`config.mk`:
```
export PLATFORM = sky130hd
export DESIGN_NAME = uart_tx_word_serializer_flat
export DESIGN_NICKNAME = d
export VERILOG_FILES = /design/src/rtl/uart_pkg.sv /design/src/rtl/uart_tx_word_serializer_if.sv /design/src/rtl/uart_word_fifo.sv /design/src/rtl/uart_tx_word_serializer.sv /design/src/flat_wrapper.sv
export SDC_FILE = /design/constraint.sdc
export NUM_CORES = 1
export LEC_CHECK = 0
export CORE_ASPECT_RATIO = 1.2
export CORE_MARGIN = 8
export CORE_UTILIZATION = 35
export DETAILED_ROUTE_END_ITERATION = 10
export SLEW_MARGIN = 20
export SYNTH_ARGS = -nofsm -noshare
export SYNTH_HDL_FRONTEND = slang
export SYNTH_HIERARCHICAL = 1
export SYNTH_SLANG_ARGS = --single-unit
```
`constraint.sdc`:
```
create_clock -name clk -period 4.02 [get_ports clk]
set_clock_uncertainty 0.15 [all_clocks]
set_input_delay 0.804 -clock clk [delete_from_list [all_inputs] [get_ports clk]]
set_output_delay 0.804 -clock clk [all_outputs]
set_load 0.05 [all_outputs]
```
`src/rtl/uart_pkg.sv`:
```
// Shared types and constants for the UART word serializer.
// Optional build macro: UART_SER_SYNC_HEADER_EN (adds the HEADER state).
package uart_pkg;

   localparam int unsigned BYTE_W = 8;
   localparam logic [BYTE_W-1:0] SYNC_BYTE = 8'hA5;

   typedef enum logic [2:0] {
      StIdle,
      StLoad,
`ifdef UART_SER_SYNC_HEADER_EN
      StHeader,
`endif
      StSend,
      StWaitAck,
      StWaitDone
   } ser_state_e;

endpackage

```
`src/rtl/uart_tx_word_serializer_if.sv`:
```
// Word-side valid/ready handshake feeding the serializer.
interface uart_tx_word_serializer_if #(
   parameter int unsigned WORD_WIDTH = 32
);
   logic [WORD_WIDTH-1:0] in_data;
   logic                  in_valid;
   logic                  in_ready;

   modport master (output in_data, output in_valid, input in_ready);
   modport slave  (input in_data, input in_valid, output in_ready);
endinterface

```
`src/rtl/uart_word_fifo.sv`:
```
// Synchronous word FIFO with occupancy count; DEPTH must be a power of 2.
module uart_word_fifo #(
   parameter int unsigned WIDTH = 32,
   parameter int unsigned DEPTH = 4
) (
   input  logic                     clk,
   input  logic                     rst,
   input  logic                     push,
   input  logic                     pop,
   input  logic [WIDTH-1:0]         wdata,
   output logic [WIDTH-1:0]         rdata,
   output logic [$clog2(DEPTH):0]   count,
   output logic                     full,
   output logic                     empty
);
   localparam int unsigned PW = $clog2(DEPTH);

   logic [WIDTH-1:0] mem [DEPTH];
   logic [PW-1:0]    wptr_q, rptr_q;
   logic [PW:0]      count_q;
   logic             do_push, do_pop;

   assign full    = (count_q == (PW+1)'(DEPTH));
   assign empty   = (count_q == '0);
   assign do_push = push && !full;
   assign do_pop  = pop && !empty;
   assign rdata   = mem[rptr_q];
   assign count   = count_q;

   // Pointers wrap naturally because DEPTH is a power of 2.
   always_ff @(posedge clk) begin
      if (rst) begin
         wptr_q  <= '0;
         rptr_q  <= '0;
         count_q <= '0;
      end else begin
         if (do_push) wptr_q <= wptr_q + PW'(1);
         if (do_pop)  rptr_q <= rptr_q + PW'(1);
         case ({do_push, do_pop})
            2'b10:   count_q <= count_q + (PW+1)'(1);
            2'b01:   count_q <= count_q - (PW+1)'(1);
            default: count_q <= count_q;
         endcase
      end
   end

   always_ff @(posedge clk) begin
      if (do_push) mem[wptr_q] <= wdata;
   end

endmodule

```
`src/rtl/uart_tx_word_serializer.sv`:
```
// Buffers bus words and feeds them LSB byte first to the UART transmitter.
// Optional build macro: UART_SER_SYNC_HEADER_EN (sync byte 0xA5 before each word).
module uart_tx_word_serializer
   import uart_pkg::*;
#(
   parameter int unsigned WORD_WIDTH = 32,
   parameter int unsigned FIFO_DEPTH = 4
) (
   input  logic                          clk,
   input  logic                          rst,
   uart_tx_word_serializer_if.slave      bus,
   output logic [BYTE_W-1:0]             uart_data,
   output logic                          uart_data_en,
   input  logic                          uart_tx_busy,
   output logic [$clog2(FIFO_DEPTH):0]   fifo_count,
   output logic                          busy
);
   localparam int unsigned NUM_BYTES = WORD_WIDTH / BYTE_W;
   localparam int unsigned CNT_W     = (NUM_BYTES > 1) ? $clog2(NUM_BYTES) : 1;
   localparam logic [CNT_W-1:0] LAST_IDX = CNT_W'(NUM_BYTES - 1);

   ser_state_e            state_q;
   logic [WORD_WIDTH-1:0] shift_q, shift_next, fifo_rdata;
   logic [CNT_W-1:0]      cnt_q;
   logic [BYTE_W-1:0]     data_q;
   logic                  fifo_full, fifo_empty, push, pop;
`ifdef UART_SER_SYNC_HEADER_EN
   logic                  hdr_q;
`endif

   assign bus.in_ready = !fifo_full;
   assign push         = bus.in_valid && !fifo_full;
   assign pop          = (state_q == StLoad);
   assign shift_next   = shift_q >> BYTE_W;
   assign uart_data    = data_q;
   assign busy         = !fifo_empty || (state_q != StIdle);

   // Strobe is qualified by the live tx_busy so it fires in the SEND cycle itself.
`ifdef UART_SER_SYNC_HEADER_EN
   assign uart_data_en = ((state_q == StSend) || (state_q == StHeader)) && !uart_tx_busy;
`else
   assign uart_data_en = (state_q == StSend) && !uart_tx_busy;
`endif

   uart_word_fifo #(
      .WIDTH (WORD_WIDTH),
      .DEPTH (FIFO_DEPTH)
   ) u_fifo (
      .clk   (clk),
      .rst   (rst),
      .push  (push),
      .pop   (pop),
      .wdata (bus.in_data),
      .rdata (fifo_rdata),
      .count (fifo_count),
      .full  (fifo_full),
      .empty (fifo_empty)
   );

   always_ff @(posedge clk) begin
      if (rst) begin
         state_q <= StIdle;
         shift_q <= '0;
         cnt_q   <= '0;
         data_q  <= '0;
`ifdef UART_SER_SYNC_HEADER_EN
         hdr_q   <= 1'b0;
`endif
      end else begin
         unique case (state_q)
            StIdle: begin
               if (!fifo_empty) state_q <= StLoad;
            end
            StLoad: begin
               shift_q <= fifo_rdata;
               cnt_q   <= LAST_IDX;
`ifdef UART_SER_SYNC_HEADER_EN
               data_q  <= SYNC_BYTE;
               hdr_q   <= 1'b1;
               state_q <= StHeader;
`else
               data_q  <= fifo_rdata[BYTE_W-1:0];
               state_q <= StSend;
`endif
            end
`ifdef UART_SER_SYNC_HEADER_EN
            StHeader: begin
               if (!uart_tx_busy) state_q <= StWaitAck;
            end
`endif
            StSend: begin
               if (!uart_tx_busy) state_q <= StWaitAck;
            end
            StWaitAck: begin
               if (uart_tx_busy) state_q <= StWaitDone;
            end
            StWaitDone: begin
               if (!uart_tx_busy) begin
`ifdef UART_SER_SYNC_HEADER_EN
                  if (hdr_q) begin
                     // Header done: first data byte is still at the bottom of shift_q.
                     hdr_q   <= 1'b0;
                     data_q  <= shift_q[BYTE_W-1:0];
                     state_q <= StSend;
                  end else
`endif
                  if (cnt_q == '0) begin
                     state_q <= StIdle;
                  end else begin
                     shift_q <= shift_next;
                     data_q  <= shift_next[BYTE_W-1:0];
                     cnt_q   <= cnt_q - CNT_W'(1);
                     state_q <= StSend;
                  end
               end
            end
            default: state_q <= StIdle;
         endcase
      end
   end

endmodule
```
`src/flat_wrapper.sv`:
```
// flat-port wrapper written by rule: the top's interface ports become plain ports
module uart_tx_word_serializer_flat import uart_pkg::*;
#(
   parameter int unsigned WORD_WIDTH = 32,
   parameter int unsigned FIFO_DEPTH = 4
)
  (clk, rst, uart_data, uart_data_en, uart_tx_busy, fifo_count, busy, bus_in_data, bus_in_valid, bus_in_ready);
  uart_tx_word_serializer_if #(.WORD_WIDTH(WORD_WIDTH)) bus_i ();
  input  logic clk;
  input  logic rst;
  output logic [BYTE_W-1:0] uart_data;
  output logic uart_data_en;
  input  logic uart_tx_busy;
  output logic [$clog2(FIFO_DEPTH):0] fifo_count;
  output logic busy;
  input wire logic [$bits(bus_i.in_data)-1:0] bus_in_data;
  input wire logic [$bits(bus_i.in_valid)-1:0] bus_in_valid;
  output wire logic [$bits(bus_i.in_ready)-1:0] bus_in_ready;
  assign bus_i.in_data = bus_in_data;
  assign bus_i.in_valid = bus_in_valid;
  assign bus_in_ready = bus_i.in_ready;
  uart_tx_word_serializer #(.WORD_WIDTH(WORD_WIDTH), .FIFO_DEPTH(FIFO_DEPTH)) u_core (.clk(clk), .rst(rst), .bus(bus_i), .uart_data(uart_data), .uart_data_en(uart_data_en), .uart_tx_busy(uart_tx_busy), .fifo_count(fifo_count), .busy(busy));
endmodule
```
=== Word level (Yosys, flattened, before mapping) ===
Memory sizes are Yosys's and may differ from the RTL's. A register that Yosys moved wholly into a read port is not among the register bits.
Cells that the tools add are included.

* Flip-flop bits (word level): 52
* RAM bits: 128
* Output and inout bits: 14
* Logic and storage cells: 61
* Memories: 1

{| class="wikitable"
|+ Memory list
! memory !! depth !! bits a word !! read ports !! clocked after Yosys merged registers in !! write ports !! RTL line !! text
|-
| u_core.u_fifo.mem || 4 || 32 || 1 || 1 || 1 || uart_word_fifo.sv:18 || <nowiki>logic [WIDTH-1:0] mem [DEPTH];</nowiki>
|}

* Add/subtract/negate cells: 5
* Equality and inequality tests: 12
* Mux-type cells: 20
* Reductions and logical operators: 16

{| class="wikitable"
|+ Operator list
! operator !! count
|-
| 32-bit two-way mux || 2
|-
| 32-bit case mux with 2 select lines || 1
|-
| 8-bit two-way mux || 2
|-
| 8-bit case mux with 2 select lines || 1
|-
| 3-bit case mux with 5 select lines || 1
|-
| 3-bit two-way mux || 4
|-
| 2-bit two-way mux || 5
|-
| 2-bit inequality test, second input constant || 5
|-
| 3-bit by 2-bit == test with 1-bit output, second input constant || 2
|-
| 3-bit == test, second input constant || 2
|-
| 3-bit zero test || 2
|-
| 3-bit case mux with 2 select lines || 1
|-
| 2-bit by 1-bit adder with 2-bit output, second input constant || 2
|-
| 1-bit logical AND || 4
|-
| 2-bit case mux with 2 select lines || 1
|-
| 4-bit AND reduction || 1
|-
| 2-bit nonzero test || 2
|-
| 3-bit by 1-bit adder with 3-bit output, second input constant || 1
|-
| 3-bit by 1-bit == test with 1-bit output, second input constant || 1
|-
| 1-bit zero test || 3
|-
| 3-bit AND reduction || 1
|-
| 3-bit nonzero test || 1
|-
| 3-bit by 1-bit subtractor with 3-bit output, second input constant || 1
|-
| 2-bit by 1-bit == test with 1-bit output, second input constant || 1
|-
| other kinds (5) || 6
|}

=== Depth between registers and ports, before layout ===
Gate-level depths: netlist (run 1).

* Depth after elaboration: 6
* Gate-level depth with buffers: 11
* Depth with buffers taken out: 11

=== Cells and area by module ===
Netlist (run 1), hierarchy kept.

{| class="wikitable"
|+ By module, submodules not included
! module !! times used !! cells an instance !! area each (µm²) !! sequential area each (µm²)
|-
| uart_word_fifo || 1 || 221 || 5143.7 || 4023.9
|-
| uart_tx_word_serializer || 1 || 217 || 1985.7 || 740.7
|}

=== Worst setup path before layout (run 1) ===
Ideal clock, no wire load.

* Path type: flip-flop to output port
* Start: register u_core.state_q[1]
* End: output uart_data_en
* Data arrival time: 2.566 ns
* Path slack: 0.500 ns
* Stages on the path, launching flop included: 4
* Cells stage by stage: dfxtp_1 > clkbuf_1 > clkbuf_1 > nor4b_1

* Word-level cells in the longest chain between the ends: 2

{| class="wikitable"
|+ Ends and longest elaborated chain
! item !! RTL line !! text
|-
| start: declaration || uart_tx_word_serializer.sv:22 || <nowiki>ser_state_e state_q;</nowiki>
|-
| start signal: assignment || uart_tx_word_serializer.sv:62 || <nowiki>state_q <= StIdle;</nowiki>
|-
| start signal: assignment || uart_tx_word_serializer.sv:72 || <nowiki>if (!fifo_empty) state_q <= StLoad;</nowiki>
|-
| start signal: assignment || uart_tx_word_serializer.sv:83 || <nowiki>state_q <= StSend;</nowiki>
|-
| 3-bit by 2-bit == test with 1-bit output || uart_tx_word_serializer.sv:42 || <nowiki>assign uart_data_en = (state_q == StSend) && !uart_tx_busy;</nowiki>
|-
| 1-bit logical AND || uart_tx_word_serializer.sv:42 ||
|-
| end: declaration || flat_wrapper.sv:12 || <nowiki>output logic uart_data_en;</nowiki>
|}

No other way between the ends.

=== Final worst setup path (run 1) ===
* Start: input uart_tx_busy
* End: output uart_data_en

* Word-level cells in the longest chain between the ends: 2

{| class="wikitable"
|+ Ends and longest elaborated chain
! item !! RTL line !! text
|-
| start: declaration || flat_wrapper.sv:13 || <nowiki>input logic uart_tx_busy;</nowiki>
|-
| 1-bit zero test || uart_tx_word_serializer.sv:42 ||
|-
| 1-bit logical AND || uart_tx_word_serializer.sv:42 ||
|}

No other way between the ends.

==> results.json, run 1 <==
{
  "grt_max_degree": 38,
  "grt_remaining_overflow": 0,
  "power_mw": 5.08,
  "crit_fanout": 6,
  "crit_type": "primary input to output pin",
  "die_x_um": 146,
  "diodes": 0,
  "pwr-share-clk": 0.285,
  "placed_area_um2": 7780,
  "dp_cells": 727,
  "outcome": "complete, no violations",
  "synth_edf_count": 128,
  "crit_path_max_incr_delay_ns": 0.86,
  "drt-initial-drc-count": 292,
  "cts_buffer_depth": 2,
  "ys_seq_area_frac": 0.668,
  "ys.flop_type": "edfxtp_1",
  "ctsResizeCount": 0,
  "hpwl_um": 8680,
  "fillCellCount": 1835,
  "drt-wirelength-per-cell_um": 18.6,
  "firstDrtPassIters": 4,
  "hold_viol": 0,
  "period_share": 0.852,
  "cts-root-buf": "clkbuf_16",
  "async_flop_share": 0,
  "placement.io_buffers": 49,
  "die_area_um2": 25200,
  "start_util": 0.354,
  "hold_path.class": "flop to flop",
  "antenna_left": 0,
  "critPathMostFrequentCell": "clkdlybuf4s50_1",
  "multi_input_area_um2": 2060,
  "fmax_mhz": 292,
  "nNetsFinal": 524,
  "path_delay_family": "buffers and inverters",
  "pin_count": 50,
  "rsz0062_at_grt": "false",
  "powerDensity_nw_per_um2": 612,
  "grt_pass1_wl_um": 22200,
  "pre_cts_ws_ns": 0.576,
  "synth_nets": 481,
  "cp.arrival_ns": 2.47,
  "whs_ns": 0.330,
  "cts.sinks": 174,
  "worst_ep_required_time_ns": 3.07,
  "clkLatencyLatePin_ns": 0.42,
  "max_slew_margin": 0.383,
  "startpoint_type": "primary input",
  "viasPerCell": 5.11,
  "holdBufCountCts": 0,
  "syn_avg_cell_area_um2": 16.3,
  "wl_um": 14100,
  "seqPwrFrac": 0.470,
  "crit_slowest_cell": "clkdlybuf4s50_1",
  "drive_gt1_frac": 0.148,
  "syn_to_final_growth_pct": 16.4,
  "irDropWorstVdd_v": 0.000305,
  "grt_antenna_before_repair": 0,
  "h-tree-depth": 4,
  "maxSlewViolCount": 0,
  "die_y_um": 172,
  "grtUsageTotal": 0.115,
  "ys_ff_latch": 174,
  "syn_inst": 438,
  "setup_tns_ns": 0,
  "coreArea_um2": 20100,
  "grt_pass1_vias": 3988,
  "finalSetupViolations": 0,
  "combinationalPowerShare": 0.245,
  "cts_setup_buffers": 0,
  "fin_cells": 758,
  "clk_transition_reported_paths_ns": 0.06,
  "cts_buffers": 17,
  "gp_congestion": 0.718,
  "p_sw_frac": 0.300,
  "final_core_util": 0.413,
  "drcViolationCount": 0,
  "leakagePower_nw": 2.61,
  "vias": 3875,
  "finalCriticalPeriod_ns": 3.43,
  "p_int_mw": 3.55,
  "seq_area_um2": 4770,
  "reg2reg_slack_ns": 1.39,
  "ys_warn_count": 6,
  "power.switching_mw": 1.53,
  "final_area_um2": 8300,
  "fin_ws_ns": 0.594,
  "worst_pin_slew_ns": 0.925,
  "synth_cell_types": 41,
  "rows": 57,
  "critPathCaptureType": "output pin",
  "netlist_area_um2": 7130,
  "worstPathCellList": "clkdlybuf4s50_1, nor4b_1, clkdlybuf4s50_1",
  "cts_tree": "yes",
  "max_cap_violations": 0,
  "critPathBufInv": 2
}
## sequential cells by signal, summed over array words and instances (netlist names), named ones only
register,cells
u_core/u_fifo/mem,128
u_core/shift_q,32
u_core/state_q,3
u_core/u_fifo/count,3
u_core/cnt_q,2
u_core/u_fifo/rptr_q,2
u_core/u_fifo/wptr_q,2
## path summary, 6_finish.rpt
kind | start | endpoint | cells past startpoint
max | uart_tx_busy | uart_data_en | 3
min | u_core/cnt_q[1] | u_core/cnt_q[1] | 1
min reg2reg | u_core/cnt_q[1] | u_core/cnt_q[1] | 1
max reg2reg | u_core/state_q[1] | u_core/u_fifo/count[2] | 11
## synthesized netlist by cell type (2+ instances only)
| library cell | count | share of area |
|---|---|---|
| inv_1 | 13 | 0.0068 |
| edfxtp_1 | 128 | 0.54 |
| a21oi_1 | 38 | 0.027 |
| nor3_1 | 3 | 0.0021 |
| buf_6 | 3 | 0.0047 |
| mux4_2 | 30 | 0.095 |
| buf_1 | 3 | 0.0016 |
| o311ai_0 | 23 | 0.028 |
| ha_1 | 6 | 0.011 |
| mux4_1 | 2 | 0.0074 |
| dfxtp_1 | 46 | 0.13 |
| nor2b_1 | 2 | 0.0018 |
| clkbuf_1 | 8 | 0.0042 |
| buf_4 | 11 | 0.012 |
| o21a_1 | 2 | 0.0021 |
| a22oi_1 | 8 | 0.0084 |
| and2_1 | 4 | 0.0035 |
| a31oi_1 | 2 | 0.0018 |
| nand2b_1 | 27 | 0.024 |
| buf_12 | 3 | 0.0084 |
| xor2_1 | 3 | 0.0037 |
| or3_1 | 4 | 0.0035 |
| o21ai_0 | 3 | 0.0021 |
| mux2i_1 | 25 | 0.035 |
| nand3_1 | 8 | 0.0056 |
| buf_2 | 8 | 0.0056 |
| nor2_1 | 9 | 0.0047 |
| nor3b_2 | 2 | 0.0035 |
| nand2_1 | 2 | 0.0011 |
## cells in the final DEF, fill, tap and decap left out, types with 6 or more instances in the layout
master	n
edfxtp_1	128
clkdlybuf4s50_1	49
dfxtp_1	44
a21oi_1	38
mux4_2	30
nand2b_1	27
mux2i_1	25
o311ai_0	23
clkbuf_16	17
inv_1	13
buf_4	11
nor2_1	9
nand3_1	8
a22oi_1	8
ha_1	6
## area by class of cell
class                      count  area share
clock inverter                10     0.00890
timing repair buffer          60      0.0691
clock buffer                  21      0.0531
inverter                      13     0.00588
multi-input combinational    215       0.249
sequential                   174       0.574
tap                          265      0.0400
## power by group through the flow
stage / Combinational [mW] / Clock (mW) / Sequential [mW]
global route: 1.36 / 1.56 / 2.42
floorplan: 0.981 / 0 / 2.37
global placement: 1.22 / 0 / 2.42
detailed placement: 1.25 / 0 / 2.43
finish: 1.24 / 1.45 / 2.39
CTS: 1.26 / 1.48 / 2.39
## per-layer routing
metal	track usage	share of wire	wire length, um
met3	0.0309	0.039	553
met1	0.134	0.43	6090
met5	0	0	0
met4	0.0471	0.013	178
met2	0.200	0.52	7300
## kinds of logic (layout without fill, tap and decap cells)
kind of cell             count (synthesis)  after routing  share of synthesized area
XOR/XNOR                                 3              3                    0.00369
multiplexers                            57             57                      0.137
adder cells (fa/ha/maj)                  7              7                     0.0133
AND/OR/NAND/NOR                         69             69                     0.0598
AO/OA/AOI/OAI                           79             79                     0.0746
flip-flops                             174            174                      0.668
buffers and inverters                   49            104                     0.0430
## worst reg2reg max path, stage by stage (launching register included)
cell and delay [ns]:
dfxtp_1 0.34, buf_4 0.27, nor3b_2 0.21, buf_4 0.21, o31ai_2 0.10, inv_1 0.07, ha_1 0.18, inv_1 0.06
fa_1 0.37, xor2_1 0.16, or3_1 0.30, a21oi_1 0.15
Power figures use the tool's default switching activity.
==> run 2, diff against run 1 <==
--- a/config.mk
+++ b/config.mk
@@ -9,6 +9,7 @@
 export CORE_MARGIN = 8
 export CORE_UTILIZATION = 35
 export DETAILED_ROUTE_END_ITERATION = 10
+export RECOVER_POWER = 50
 export SLEW_MARGIN = 20
 export SYNTH_ARGS = -nofsm -noshare
 export SYNTH_HDL_FRONTEND = slang
==> constraint.sdc (replaced) <==
create_clock -name clk -period 4.02 [get_ports clk]
set_clock_uncertainty 0.15 [all_clocks]
set_input_delay 0.603 -clock clk [delete_from_list [all_inputs] [get_ports clk]]
set_output_delay 0.603 -clock clk [all_outputs]
set_load 0.05 [all_outputs]
==> run 2 against run 1 <==
Compared with the run above:
- the run now ends with max-capacitance violations, max-slew violations left
- power up 0.67%
- clock power rose by 3%
- maximum frequency grew 8.7%
- non-clock buffer count is 4 higher
- combinational power hardly changed
- sequential share of layout area shrank 0.061 points
- global-route usage rose by 0.23 points
- via count up 0.83%
- critical path depth did not move
- first-iteration DRC count is 9.9% higher
- sequential power barely moved
- critical path type unchanged
- largest cell class unchanged
- highest routed layer unchanged
==> results.json, run 2 (synthesis gave the netlist of run 1 again) <==
{
  "final_core_util": 0.413,
  "mostFrequentLayoutCell": "edfxtp_1",
  "leakagePower_nw": 2.61,
  "hold_depth": 2,
  "worstRegToRegCells": 5,
  "grt_pass1_vias": 4182,
  "maxSlewViolCount": 36,
  "reg_top3": "u_core/u_fifo/mem: 128 flops, u_core/shift_q: 32 flops",
  "grt_antenna_before_repair": 0,
  "die_area_um2": 25200,
  "clkLatencyLatePin_ns": 0.41,
  "cts_tree": "yes",
  "drive_gt1_frac": 0.145,
  "startpoint_type": "primary input",
  "drt-wirelength-per-cell_um": 18.8,
  "wl_um": 14300,
  "outcome": "finished, violations left",
  "period_share": 0.784,
  "powerDensity_nw_per_um2": 616,
  "placement.io_buffers": 49,
  "reg2reg_from": "u_core/state_q[1]",
  "pin_count": 50,
  "cts.sinks": 174,
  "grt_remaining_overflow": 0,
  "grt_max_degree": 36,
  "cts-root-buf": "clkbuf_16",
  "fmax_mhz": 317,
  "grtUsageTotal": 0.118,
  "setup_tns_ns": 0,
  "antenna_left": 0,
  "die_x_um": 146,
  "largest_reg_flops": 128,
  "grt_pass1_wl_um": 22900,
  "start_util": 0.354,
  "cts_buffer_depth": 2,
  "hold_path.startpoint": "u_core/shift_q[27]",
  "hold_viol": 0,
  "drt-initial-drc-count": 321,
  "reg2reg_to": "u_core/shift_q[17]",
  "reg2reg_slack_ns": 0.92,
  "gp_congestion": 0.747,
  "hold_path.class": "flop to flop",
  "cts_buffers": 17,
  "crit_fanout": 6,
  "crit_type": "primary input to output pin",
  "cp.arrival_ns": 2.40,
  "viasPerCell": 5.12,
  "die_y_um": 172,
  "hpwl_um": 9300,
  "max_cap_violations": 1,
  "final_cell_mix": "edfxtp_1 (128), dfxtp_1 (44), a21oi_1 (38)",
  "cts_setup_buffers": 0,
  "holdBufCountCts": 0,
  "worst_pin_slew_ns": 1.66,
  "nNetsFinal": 528,
  "coreArea_um2": 20100,
  "clk_transition_reported_paths_ns": 0.06,
  "firstDrtPassIters": 6,
  "rsz0062_at_grt": "false",
  "ctsResizeCount": 0,
  "h-tree-depth": 4,
  "syn_to_final_growth_pct": 16.5,
  "finalSetupViolations": 0,
  "irDropWorstVdd_v": 0.000357,
  "largest_register": "u_core/u_fifo/mem",
  "vias": 3907,
  "rows": 57,
  "finalCriticalPeriod_ns": 3.15,
  "violations": "max-capacitance violations, max-slew violations",
  "max_slew_margin": -0.106,
  "worst_ep_required_time_ns": 3.27,
  "hold_path_end": "u_core/shift_q[27]",
  "critPathCaptureType": "output pin",
  "diodes": 0,
  "drcViolationCount": 0
}
==> run 2: area by class of cell <==
| type | count | area (um^2) |
|---|---|---|
| multi-input cells | 215 | 2040 |
| well taps | 265 | 332 |
| flip-flops and latches | 174 | 4770 |
| clock buffers | 19 | 433 |
| repair buffers | 64 | 584 |
| fillers | 1836 | 11800 |
| clock inverters | 13 | 98.8 |
| inverters | 13 | 48.8 |
==> run 2: critical path, cell delays in order <==
cell	delay [ns]
dlygate4sd3_1	0.64
nor4b_1	0.30
clkdlybuf4s50_1	0.86
==> run 2: where the power goes <==
group	leakage [nW]	switching, mW	internal (mW)
Sequential	1.55	0.172	2.20
Combinational	0.800	0.742	0.508
Clock	0.259	0.650	0.843
Total	2.61	1.56	3.55
==> run 2: layer usage <==
layer / share of wire / GRT usage / up-vias
met5: 0 / 0 / -
met4: 0.026 / 0.0507 / 0
met3: 0.039 / 0.0319 / 22
met2: 0.51 / 0.199 / 85
met1: 0.43 / 0.140 / 1992
li1: - / - / 1808
==> run 2: worst max path at each step <==
| stage | from | end | slack [ns] | depth (start not counted) |
|---|---|---|---|---|
| floorplan | u_core/state_q[1] | uart_data_en | 0.70 | 3 |
| finish | uart_tx_busy | uart_data_en | 0.87 | 3 |
| global placement | uart_tx_busy | uart_data_en | 0.95 | 3 |
| CTS | uart_tx_busy | uart_data_en | 0.94 | 3 |
| detailed placement | uart_tx_busy | uart_data_en | 0.94 | 3 |
| global route | u_core/state_q[1] | u_core/shift_q[17] | 0.68 | 5 |
==> run 2: metrics by stage <==
stage,hold slack [ns],cell area (um^2),cells,power [mW],setup WS (ns)
2_1_floorplan,0.291,7130,438,3.35,0.701
3_3_place_gp,0.302,7810,731,3.64,0.955
3_5_place_dp,0.329,7810,731,3.69,0.944
4_1_cts,0.335,8350,763,5.19,0.939
5_1_grt,0.349,8310,763,5.37,0.680
6_report,0.336,8310,763,5.12,0.869
